--- config.mk ---
export PLATFORM = sky130hd
export DESIGN_NAME = bin_to_bcd_seq
export DESIGN_NICKNAME = d
export VERILOG_FILES = /design/src/rtl/bin_to_bcd_seq.sv
export SDC_FILE = /design/constraint.sdc
export NUM_CORES = 1
export LEC_CHECK = 0
export CELL_PAD_IN_SITES_DETAIL_PLACEMENT = 1
export CELL_PAD_IN_SITES_GLOBAL_PLACEMENT = 2
export CORE_UTILIZATION = 35
export CTS_CLUSTER_DIAMETER = 120
export DETAILED_ROUTE_END_ITERATION = 10
export PLACE_DENSITY = 0.9
export SETUP_SLACK_MARGIN = 0.5
export SLEW_MARGIN = 15
export SYNTH_ARGS = -nofsm -noshare
export SYNTH_HDL_FRONTEND = slang
export SYNTH_SLANG_ARGS = --single-unit
--- constraint.sdc ---
create_clock -name clk -period 2.05 [get_ports clk]
set_input_delay 0.3075 -clock clk [delete_from_list [all_inputs] [get_ports clk]]
set_output_delay 0.3075 -clock clk [all_outputs]
set_load 0.05 [all_outputs]
--- src/rtl/bin_to_bcd_seq.sv ---
// Sequential binary-to-BCD converter (shift-and-add-3) feeding the hex display driver.
// Optional two's-complement input handling: define BIN_TO_BCD_SIGNED_MAG_EN.
module bin_to_bcd_seq #(
    parameter int BIN_W  = 20,
    parameter int DIGITS = 6
) (
    input  logic                  clk,
    input  logic                  reset,
    input  logic                  in_valid,
    output logic                  in_ready,
    input  logic [BIN_W-1:0]      in_bin,
    output logic                  out_valid,
    input  logic                  out_ready,
    output logic [4*DIGITS-1:0]   out_bcd,
    output logic                  out_neg,
    output logic                  out_ovf
);

    localparam int CNT_W = $clog2(BIN_W + 1);
    localparam int BCD_W = 4 * DIGITS;

    function automatic logic [63:0] pow10(input int n);
        logic [63:0] r;
        r = 64'd1;
        for (int i = 0; i < n; i++) r = r * 64'd10;
        return r;
    endfunction

    localparam logic [63:0]      MAX_DEC = pow10(DIGITS) - 64'd1;
    localparam logic [BCD_W-1:0] SAT_BCD = {DIGITS{4'h9}};

    typedef enum logic [1:0] {
        IDLE  = 2'd0,
        SHIFT = 2'd1,
        DONE  = 2'd2
    } state_t;

    state_t             state_q, state_d;
    logic [BIN_W-1:0]   bin_sr;
    logic [BCD_W-1:0]   bcd_acc;
    logic [CNT_W-1:0]   cnt;
    logic               ovf_q;
    logic [BIN_W-1:0]   mag;
    logic               ovf_calc;
    logic [BCD_W-1:0]   bcd_adj;
    logic [BCD_W-1:0]   bcd_next;
    logic [BIN_W-1:0]   bin_next;
    logic               last;

    assign in_ready  = (state_q == IDLE);
    assign out_valid = (state_q == DONE);
    assign last      = (cnt == CNT_W'(BIN_W - 1));

`ifdef BIN_TO_BCD_SIGNED_MAG_EN
    logic neg_q;
    logic neg_out_q;

    // The most negative input negates to itself, which read unsigned is exactly its magnitude.
    assign mag     = in_bin[BIN_W-1] ? (~in_bin + {{(BIN_W-1){1'b0}}, 1'b1}) : in_bin;
    assign out_neg = neg_out_q;
`else
    assign mag     = in_bin;
    assign out_neg = 1'b0;
`endif

    assign ovf_calc = ({{(64-BIN_W){1'b0}}, mag} > MAX_DEC);

    // One double-dabble step: correct every nibble >= 5, then shift {bcd, bin} left by one.
    always_comb begin
        // NOTE: every always_comb output gets a default first so no path can infer a latch.
        bcd_adj = bcd_acc;
        for (int i = 0; i < DIGITS; i++) begin
            if (bcd_acc[4*i +: 4] >= 4'd5) bcd_adj[4*i +: 4] = bcd_acc[4*i +: 4] + 4'd3;
        end
        bcd_next = {bcd_adj[BCD_W-2:0], bin_sr[BIN_W-1]};
        bin_next = {bin_sr[BIN_W-2:0], 1'b0};
    end

    always_comb begin
        state_d = state_q;
        case (state_q)
            IDLE:    if (in_valid)  state_d = SHIFT;
            SHIFT:   if (last)      state_d = DONE;
            DONE:    if (out_ready) state_d = IDLE;
            default:                state_d = IDLE;
        endcase
    end

    // NOTE: sequential state uses non-blocking assignments so every register samples pre-edge values.
    always_ff @(posedge clk or negedge reset) begin
        if (!reset) state_q <= IDLE;
        else        state_q <= state_d;
    end

    always_ff @(posedge clk or negedge reset) begin
        if (!reset) begin
            bin_sr    <= '0;
            bcd_acc   <= '0;
            cnt       <= '0;
            ovf_q     <= 1'b0;
            out_bcd   <= '0;
            out_ovf   <= 1'b0;
`ifdef BIN_TO_BCD_SIGNED_MAG_EN
            neg_q     <= 1'b0;
            neg_out_q <= 1'b0;
`endif
        end else begin
            case (state_q)
                IDLE: begin
                    if (in_valid) begin
                        bin_sr  <= mag;
                        bcd_acc <= '0;
                        cnt     <= '0;
                        ovf_q   <= ovf_calc;
`ifdef BIN_TO_BCD_SIGNED_MAG_EN
                        neg_q   <= in_bin[BIN_W-1];
`endif
                    end
                end
                SHIFT: begin
                    bcd_acc <= bcd_next;
                    bin_sr  <= bin_next;
                    cnt     <= cnt + CNT_W'(1);
                    // Results are published on the final shift so out_valid rises BIN_W cycles after capture.
                    if (last) begin
                        out_bcd   <= ovf_q ? SAT_BCD : bcd_next;
                        out_ovf   <= ovf_q;
`ifdef BIN_TO_BCD_SIGNED_MAG_EN
                        neg_out_q <= neg_q;
`endif
                    end
                end
                default: ;
            endcase
        end
    end

endmodule

# Word level (Yosys, flattened, before mapping)
# Cells that the tools add are included.
# Widths: inputs -> output; s select.
# totals
in_bits	24
elab_cells	50
out_inout_bits	28
ff_bits	77
# classes
addsub	7
n_eq_ne	6
reduce_logical	6
muxes	17
magnitude_cmp	7
# op_table
op	n
$mux 24	2
$pmux 24 s2	1
$pmux 20 s2	1
$ge 4x3->1 const B	6
$add 4x2->4 const B	5
$gt 20x20->1 const B	1
$mux 20	1
$mux 4	5
$pmux 5 s2	1
$mux 2	3
$pmux 2 s3	1
$reduce_and 2->1	3
$add 5x1->5 const B	1
$eq 5x5->1 const B	1
$mux 5	1
$ne 2x2->1 const B	2
$add 3x2->3 const B	1
$mux 3	1
$reduce_and 3->1	1
$eq 2x1->1 const B	1
$eq 2x2->1 const B	1
$logic_not 2->1	1
$ne 2x1->1 const B	1
$reduce_bool 2->1	1

# Logic depth before layout (Yosys ltp)
# Gate-level depths: netlist of run 1.
# logic_depth
word_depth	3
ltp_mapped	7
mapped_depth_nobuf	6

# Worst setup path before layout of run 1
# OpenSTA, ideal clock, no wires.
# synth_timing
kind	register to output
start	register state_q[0]
end	output port in_ready
t_arrival_ns	1.362
n_path_buf	2
slack_ns	0.381
path_stages_with_launch	4
required_time_ns	1.742
path_cell_list	dfrtp_1 > buf_2 > clkbuf_1 > nor2_1
# synth_between
elab_chain_len	1
# synth_lines
item	line	rtl
start, declared	38	state_t state_q, state_d;
start signal, assigned	92	else state_q <= state_d;
$logic_not 2->1	50	assign in_ready = (state_q == IDLE);
end, declared	10	output logic in_ready,
# No other way between the ends.

# Worst setup path in the final report of run 1
# layout_timing
start	register cnt[0]
end	register out_bcd[7]
# layout_between
elab_chain_len	2
# layout_lines
item	line	rtl
start, declared	41	logic [CNT_W-1:0] cnt;
start signal, assigned	123	cnt <= cnt + CNT_W'(1);
$eq 5x5->1	52	assign last = (cnt == CNT_W'(BIN_W - 1));
$reduce_and 2->1 (no source line)	n/a	
end signal, assigned	126	out_bcd <= ovf_q ? SAT_BCD : bcd_next;
end, declared	14	output logic [4*DIGITS-1:0] out_bcd,
# No other way between the ends.
# A chain may end at the register's enable or synchronous reset.

==> flow_metrics.env, run 1 <==
export IMPL_synth_top_area_share_pct=52.2
export IMPL_hold_class="primary input to asynchronous set/reset pin"
export IMPL_clkTransAtPathRegs_ps=80
export IMPL_synth_edf_count=0
export IMPL_place_area_um2=4370
export IMPL_synth_seq_cells=77
export IMPL_drive_above_1_share_pct=31.7
export IMPL_finalMaxSlewViolations=0
export IMPL_critPathKind="flop to flop"
export IMPL_postSynthCellCount=365
export IMPL_setup_tns_ps=0
export IMPL_fin_area_um2=5210
export IMPL_cts_sinks=77
export IMPL_ir_worst_vdd_mv=0.587
export IMPL_fin_cells=596
export IMPL_wirelength_mm=11.0
export IMPL_synth_compound_area_share_pct=20.7
export IMPL_vias_per_cell=5.37
export IMPL_grt_usage_pct=19.2
export IMPL_dp_hpwl_mm=6.52
export IMPL_fin_skew_ps=8.63
export IMPL_setup_violations=0
export IMPL_vias=3201
export IMPL_clockRootBuffer="clkbuf_8"
export IMPL_syn_num_nets=402
export IMPL_ys_async_sr_fraction_pct=100
export IMPL_cts_tree="done"
export IMPL_antenna_cells=0
export IMPL_antenna_found_initial=0
export IMPL_drtAntennaViolNets=0
export IMPL_gr_usage_met3_pct=2.62
export IMPL_port_buffers=50
export IMPL_firstDrtPassIters=4
export IMPL_chipHeight_um=105
export IMPL_worst_pin_slew_ps=520
export IMPL_critical_path_max_stage_delay_ps=380
export IMPL_crit_arrival_ps=1850
export IMPL_grt_max_degree=46
export IMPL_end_kind="flop"
export IMPL_grt_pass1_wl_mm=16.6
export IMPL_yosysWarnings=0
export IMPL_maxCapViolCount=0
export IMPL_rows=37
export IMPL_relSlewSlack_pct=65.3
export IMPL_wl_per_cell_um=18.4
export IMPL_clock_latency_ps=340
export IMPL_rsz0062_at_grt="yes"
export IMPL_dp_slack_ps=151
export IMPL_required_ps=2300
export IMPL_core_area_um2=10300
export IMPL_grt_use_met2_pct=33.0
export IMPL_start_util_pct=35.9
export IMPL_synth_area_leaders="dfrtp_1 52%, o21ai_0 8.0%, nand2_1 5.0%"
export IMPL_synthTopCellsByCount="77 x dfrtp_1, 59 x o21ai_0, 49 x nand2_1, 21 x a21oi_1"
export IMPL_dp_cells=543
export IMPL_numCtsBuffers=9
export IMPL_hold_violations=0
export IMPL_overflow=0
export IMPL_drtIter0Drc=119
export IMPL_gp_congestion=0.753
export IMPL_syn_avg_cell_area_um2=10.1
export IMPL_syn_area_um2=3690
export IMPL_yosysSeqAreaShare_pct=52.2
export IMPL_yosysTopAreaCell="dfrtp_1"
export IMPL_worst_slack_ps=451
export IMPL_hold_ws_ps=477
export IMPL_clk_path_buf_depth=2
export IMPL_power_density_nw_per_um2=1710
export IMPL_pin_count=52
export IMPL_fmax_mhz=625
export IMPL_grt_met1_usage_pct=24.4
export IMPL_h_tree_depth=3
export IMPL_leakage_uw=0.00225
export IMPL_synth_adder_area_share_pct=4.41
export IMPL_fill_cells=1139
export IMPL_layout_nets=492
export IMPL_synth_area_mux_share_pct=1.80
export IMPL_path_cells="ha_2 > and4bb_2 > and2_4 > buf_12 > nor2_4 > a41oi_2"
export IMPL_synthFlopType="dfrtp_1"
export IMPL_synth_xor_area_share_pct=1.66
export IMPL_worstPathMaxFanout=8
export IMPL_grt_busiest_layer="met2"
export IMPL_yosysMostFrequentCell="dfrtp_1"
export IMPL_grt_pass1_vias=3277
export IMPL_dieArea_um2=11000
export IMPL_status="finished clean"
export IMPL_fp_dieW_um=105
export IMPL_yosys_area_share_simple_pct=14.6
export IMPL_synth_top_family_by_area="compound AO/OA/AOI/OAI gates"
export IMPL_start_kind="flop"
export IMPL_critPathSlowestCell="dfrtp_1"
export IMPL_finalCritPeriodShare_pct=78.0
export IMPL_yosysUniqueCellTypes=39
export IMPL_syn_to_final_growth_pct=41.1
export IMPL_fin_crit_ps=1600
export IMPL_drc=0
[kinds of logic after synthesis]
logic type | after synthesis
compound gates | 120
fa+ha+maj | 13
mux | 6
simple gates | 107
other cells | 1
buf+inv | 34
flops | 77
xor+xnor | 7
[where the power goes]
| part | internal [µW] | leakage, µW | switching (µW) |
|---|---|---|---|
| Combinational | 2300 | 0.00119 | 2830 |
| Sequential | 2190 | 0.000974 | 619 |
| Clock | 440 | 0.0000784 | 541 |
[cell usage in the layout (no fill, tap or decap), types with 6 or more instances in the layout]
master            n
dfrtp_1          74
nand2_1          48
o21ai_0          48
buf_4            36
clkdlybuf4s50_1  22
a22o_1           15
a22oi_1          15
a21oi_1          14
clkdlybuf4s15_1  13
inv_2             9
clkbuf_8          9
clkbuf_2          9
nor2_1            8
nor3_1            7
buf_12            7
nand2b_4          6
o21ai_1           6
or3b_2            6
a41oi_2           6
[layout make-up]
class,count,area [µm²],area share (%)
inverters,14,55.1,1.06
clock buffers,14,143,2.74
flip-flops and latches,77,1930,37.1
well taps,136,170,3.27
repair buffers,99,1010,19.3
clock inverters,2,10.0,0.192
multi-input cells,254,1890,36.4
[worst max-delay path: cells and delay by family, from the launching register on]
kind                       cells  cell delay, ps
buffers and inverters          1             160
adders and majority gates      1             190
DFF                            1             380
AOI/OAI and AO/OA              1             180
and+or+nand+nor                3             590
[metal layers]
metal	share of wire (%)	vias up	wire [µm]
met5	0	-	0
met4	2.0	0	220
met3	2.4	17	268
met2	51	64	5630
met1	44	1649	4870
li1	-	1471	-
[flip-flops by register name, summed over array words and instances, names as in the netlist]
register / count
state_q: 2
out_ovf: 1
cnt: 5
bcd_acc: 24
out_bcd: 24
ovf_q: 1
bin_sr: 20
[per-stage QoR]
| step | total power (µW) | util [%] |
|---|---|---|
| 5_1_grt | 9520 | 50.7 |
| 2_1_floorplan | 5410 | - |
| 3_3_place_gp | 6460 | 42.5 |
| 3_5_place_dp | 6690 | 42.5 |
| 4_1_cts | 8200 | 46.9 |
| 6_report | 8920 | 50.7 |
[final timing paths]
path / from / endpoint / slack (ps) / depth (start not counted)
max in group asynchronous: reset / out_bcd[7] / 990 / 3
min reg2reg: bin_sr[17] / bin_sr[17] / 490 / 2
min: reset / out_bcd[9] / 480 / 2
min in group clk: bin_sr[17] / bin_sr[17] / 490 / 2
max: cnt[0] / out_bcd[7] / 450 / 6
max reg2reg: cnt[0] / out_bcd[7] / 450 / 6
[repair_timing]
| item | in CTS | in global routing |
|---|---|---|
| cloned | 1 | 4 |
| setup buffers | 17 | 14 |
| hold buffers | 1 | 0 |
| pin swaps | 6 | 10 |
| resized for setup | 90 | 77 |
| hold endpoints to repair | 36 | 0 |
| setup endpoints to repair | 63 | 74 |
No activity file was read; power rests on OpenSTA's default activity.
==> run 2: changes to the inputs <==
CORE_UTILIZATION = 31   (was 35)
PLACE_DENSITY = 0.85   (was 0.9)
clock period = 1.4 ns   (was 2.05 ns; I/O delays follow)
==> flow_metrics.env, run 2 (synthesis gave the netlist of run 1 again) <==
export IMPL_layout_nets=562
export IMPL_finalPower_uw=18700
export IMPL_antenna_cells=0
export IMPL_grt_pass1_wl_mm=21.7
export IMPL_dieArea_um2=12300
export IMPL_violations="design-rule violations, negative setup slack"
export IMPL_start_util_pct=32.0
export IMPL_drtIter0Drc=208
export IMPL_clockRootBuffer="clkbuf_16"
export IMPL_rows=39
export IMPL_fin_skew_ps=9.68
export IMPL_critPathKind="flop to flop"
export IMPL_cts_tree="done"
export IMPL_required_ps=1660
export IMPL_start_kind="flop"
export IMPL_layout_common_cells="81 x buf_4, 72 x dfrtp_1, 37 x o21ai_2, 35 x buf_12, 24 x nand2_4"
export IMPL_drive_above_1_share_pct=64.9
export IMPL_power_density_nw_per_um2=2660
export IMPL_grt_usage_pct=23.1
export IMPL_setup_violations=73
export IMPL_cts_sinks=77
export IMPL_final_common_cell="buf_4"
export IMPL_firstDrtPassIters=7
export IMPL_port_buffers=50
export IMPL_dp_slack_ps=-176
export IMPL_p_switching_uw=7930
export IMPL_h_tree_depth=3
export IMPL_grt_pass1_vias=3982
export IMPL_crit_arrival_ps=1810
export IMPL_power_internal_uw=10700
export IMPL_r2r_slack_ps=-150
export IMPL_leakage_uw=0.00323
export IMPL_r2r_start="state_q[0]"
export IMPL_clkTransAtPathRegs_ps=60
export IMPL_overflow=0
export IMPL_antenna_found_initial=0
export IMPL_gp_congestion=0.779
export IMPL_hold_class="primary input to asynchronous set/reset pin"
export IMPL_ir_worst_vdd_mv=0.949
export IMPL_clock_latency_ps=340
export IMPL_clkPwrFrac_pct=12.6
export IMPL_drtAntennaViolNets=0
export IMPL_hold_violations=0
export IMPL_regToRegEndpoint="bcd_acc[16]"
export IMPL_fin_crit_ps=1550
export IMPL_maxCapViolCount=0
export IMPL_pin_count=52
export IMPL_fp_dieW_um=111
export IMPL_p_sw_share_pct=42.5
export IMPL_combPwrFrac_pct=63.3
export IMPL_grt_max_degree=30
export IMPL_reg_top3="bcd_acc (24), out_bcd (24), bin_sr (20)"
export IMPL_finalMaxSlewViolations=0
export IMPL_status="finished with violations"
export IMPL_seqPwrFrac_pct=24.1
export IMPL_worstPathMaxFanout=8
export IMPL_fmax_mhz=646
export IMPL_syn_to_final_growth_pct=89.9
export IMPL_dp_hpwl_mm=7.54
export IMPL_finalCritPeriodShare_pct=111
export IMPL_worst_slack_ps=-148
export IMPL_numCtsBuffers=9
export IMPL_vias=3593
export IMPL_r2r_cells=7
export IMPL_wirelength_mm=14.7
export IMPL_chipHeight_um=111
export IMPL_drc=9
export IMPL_wl_per_cell_um=21.9
export IMPL_clk_path_buf_depth=2
export IMPL_end_kind="flop"
export IMPL_vias_per_cell=5.34
export IMPL_core_area_um2=11500
export IMPL_rsz0062_at_grt="yes"
==> run 2: cell count changes in the layout (fill, tap and decap cells not counted), moves of 9 or more <==
cell	previous run	this run
o21ai_0	48	2
buf_4	36	81
o21ai_2	5	37
nand2_1	48	18
buf_12	7	35
nand2_4	1	24
o21ai_1	6	20
buf_6	3	16
clkdlybuf4s15_1	13	0
a22oi_1	15	5
a22oi_2	0	10
a21oi_1	14	5
clkbuf_2	9	0
clkbuf_8	9	0
==> run 2: power by group through the flow <==
stage	combinational (µW)	clock [µW]	sequential (µW)
floorplan	3980	0	5010
global placement	7760	0	4190
detailed placement	8130	0	4250
CTS	10300	2380	4280
global route	12400	2470	4600
finish	11800	2350	4490
==> run 2: per-stage QoR <==
step	hold WS [ps]	cell area (µm²)	std cells	utilization [%]	TNS [ps]
6_report	303	7010	673	60.8	-6670
2_1_floorplan	-85.6	4010	365	-	-78.2
4_1_cts	335	6450	659	56.0	-2070
3_5_place_dp	148	5240	592	45.5	-5080
3_3_place_gp	142	5240	592	45.5	-1400
5_1_grt	325	7010	673	60.8	-8210
==> run 2: worst max-delay path by stage <==
stage	startpoint	to	slack, ps	cells after the start
after floorplan	cnt[0]	out_bcd[16]	-10	7
after global placement	in_valid	bin_sr[16]	-60	6
after detailed placement	in_valid	bin_sr[14]	-180	6
after CTS	state_q[0]	out_valid	-90	4
after global routing	bcd_acc[12]	bcd_acc[16]	-190	6
final	state_q[0]	bcd_acc[16]	-150	7
==> run 2: area by class of cell <==
cell class | instances | area (µm²)
Multi-Input combinational cell | 256 | 2530
Timing Repair Buffer | 167 | 2010
Clock buffer | 10 | 229
Clock inverter | 6 | 62.6
Inverter | 14 | 56.3
Sequential cell | 77 | 1930
Tap cell | 143 | 179
Fill cell | 1139 | 4510
==> run 2: worst max-delay path, cell delays in order, from the launching register on <==
cell and delay [ps]:
dfrtp_2 450, buf_12 160, buf_6 110, o21bai_4 240, buf_6 190, buf_16 150
nand2_2 80, o21ai_2 70
==> run 2: what timing repair did <==
item | 4_1_cts | 5_1_grt
gates cloned | 10 | 0
hold buffers | 1 | 0
resized for setup | 108 | 113
endpoints found under the setup margin | 104 | 127
pin swaps | 22 | 33
hold endpoints to repair | 22 | 0
setup buffers | 40 | 14
==> run 2: metal layers <==
layer  GRT usage (%)  vias to the layer above  wire, µm
li1                -                     1619         -
met1            26.3                     1827      5780
met2            42.4                      117      7990
met4            7.30                        0       375
met3            5.74                       30       604
met5               0                        -         0
==> run 3: changes to the inputs <==
CORE_UTILIZATION = 37   (was 31)
PLACE_DENSITY = 0.94   (was 0.85)
clock period = 2 ns   (was 1.4 ns; I/O delays follow)
==> flow_metrics.env, run 3 (synthesis gave the netlist of run 1 again) <==
export IMPL_status="finished clean"
export IMPL_clockRootBuffer="clkbuf_8"
export IMPL_chipHeight_um=102
export IMPL_setup_violations=0
export IMPL_reg_top3="bcd_acc (24), out_bcd (24), bin_sr (20)"
export IMPL_layout_common_cells="75 x dfrtp_1, 48 x nand2_1, 45 x o21ai_0, 39 x buf_4, 24 x clkdlybuf4s15_2"
export IMPL_dp_cells=544
export IMPL_rsz0062_at_grt="yes"
export IMPL_vias=3245
export IMPL_critPathKind="flop to output port"
export IMPL_clkTransAtPathRegs_ps=90
export IMPL_dp_slack_ps=212
export IMPL_numCtsBuffers=9
export IMPL_overflow=0
export IMPL_fp_dieW_um=102
export IMPL_fin_cells=601
export IMPL_regArea_um2=1930
export IMPL_drive_above_1_share_pct=38.5
export IMPL_start_util_pct=37.9
export IMPL_worst_slack_ps=397
export IMPL_antenna_cells=0
export IMPL_layout_nets=500
export IMPL_port_buffers=50
export IMPL_fmax_mhz=624
export IMPL_clock_latency_ps=370
export IMPL_path_cells="buf_6 > buf_8 > nor2_4 > buf_12"
export IMPL_finalMaxSlewViolations=0
export IMPL_cts_tree="done"
export IMPL_gp_congestion=0.791
export IMPL_finalCritPeriodShare_pct=80.1
export IMPL_final_common_cell="dfrtp_1"
export IMPL_grt_pass1_wl_mm=17.0
export IMPL_critPathLaunch="state_q[0]"
export IMPL_fill_cells=1073
export IMPL_hold_class="primary input to asynchronous set/reset pin"
export IMPL_clk_path_buf_depth=2
export IMPL_ir_worst_vdd_mv=0.636
export IMPL_multiInputGateArea_um2=1930
export IMPL_end_kind="output port"
export IMPL_r2r_start="bcd_acc[8]"
export IMPL_power_density_nw_per_um2=1830
export IMPL_dieArea_um2=10400
export IMPL_vias_per_cell=5.40
export IMPL_crit_arrival_ps=1300
export IMPL_firstDrtPassIters=4
export IMPL_antenna_found_initial=0
export IMPL_critPathSlowestCell="dfrtp_2"
export IMPL_critical_path_max_stage_delay_ps=450
export IMPL_hold_violations=0
export IMPL_path_buf_inv=3
export IMPL_rows=36
export IMPL_maxCapViolCount=0
export IMPL_wl_per_cell_um=19.7
export IMPL_crit_family="flip-flops"
export IMPL_drtAntennaViolNets=0
export IMPL_core_area_um2=9730
export IMPL_leakage_uw=0.00229
export IMPL_drtIter0Drc=85
export IMPL_wirelength_mm=11.8
export IMPL_grt_max_degree=43
export IMPL_grt_usage_pct=22.1
export IMPL_setup_tns_ps=0
export IMPL_pin_count=52
export IMPL_worstPathMaxFanout=3
export IMPL_h_tree_depth=3
export IMPL_start_kind="flop"
export IMPL_dp_hpwl_mm=6.78
export IMPL_fin_skew_ps=9.47
export IMPL_required_ps=1700
export IMPL_grt_pass1_vias=3344
export IMPL_syn_to_final_growth_pct=45.5
export IMPL_drc=0
export IMPL_fin_crit_ps=1600
export IMPL_cts_sinks=77
==> run 3: changes by cell type in the layout (fill, tap and decap cells not counted), sizes merged, moves of 2 or more <==
cell | before | now
clkdlybuf4s15 | 0 | 24
nand2b | 11 | 9
buf | 141 | 57
bufbuf | 3 | 0
clkbuf | 10 | 13
==> run 3: worst register-to-register path: stages (launching register included) <==
cell and delay [ps]:
dfrtp_1 450, ha_4 190, nand2b_4 150, a21oi_4 170, mux2_4 340, o21ai_2 170
==> run 3: final cells by class <==
| type | instances | share of cell area (%) |
|---|---|---|
| inverters | 14 | 1.03 |
| well taps | 133 | 3.10 |
| clock inverters | 6 | 1.19 |
| repair buffers | 107 | 20.4 |
| clock buffers | 10 | 2.38 |
| multi-input cells | 254 | 36.0 |
| flip-flops and latches | 77 | 35.9 |
==> run 3: per-layer routing <==
layer | share of wire [%] | global-route usage [%]
met1 | 40 | 26.4
met2 | 54 | 39.8
met3 | 3.8 | 4.31
met4 | 1.6 | 7.25
met5 | 0 | 0
==> run 3: worst paths after layout <==
kind | to | slack, ps | depth (start not counted)
worst max-delay path | in_ready | 400 | 4
worst min-delay path | bcd_acc[14] | 430 | 2
worst min register to register | cnt[4] | 500 | 1
worst max register to register | out_bcd[10] | 450 | 5
min in group clk | cnt[4] | 500 | 1
max in group asynchronous | state_q[0] | 950 | 3
==> run 3: metrics by stage <==
| step | util (%) | cell area [µm²] | hold slack [ps] | power [µW] |
|---|---|---|---|---|
| 2_1_floorplan | - | 3710 | 4.41 | 5600 |
| 3_3_place_gp | 45.5 | 4430 | 288 | 6780 |
| 3_5_place_dp | 45.5 | 4430 | 288 | 7030 |
| 4_1_cts | 51.6 | 5020 | 437 | 8890 |
| 5_1_grt | 55.2 | 5370 | 447 | 10400 |
| 6_report | 55.2 | 5370 | 432 | 9810 |
==> run 3: report_power, final <==
part	leakage (µW)	total (µW)	internal [µW]	switching, µW
clock network	0.0000923	1170	574	600
logic	0.00122	5730	2610	3120
registers	0.000977	2910	2250	658
==> run 3: what timing repair did <==
action,in CTS,in global routing
hold endpoints to repair,35,0
gates resized for setup,124,62
cloned,0,4
pin swaps,7,17
hold buffers,1,0
setup endpoints to repair,73,56
setup buffers,26,10
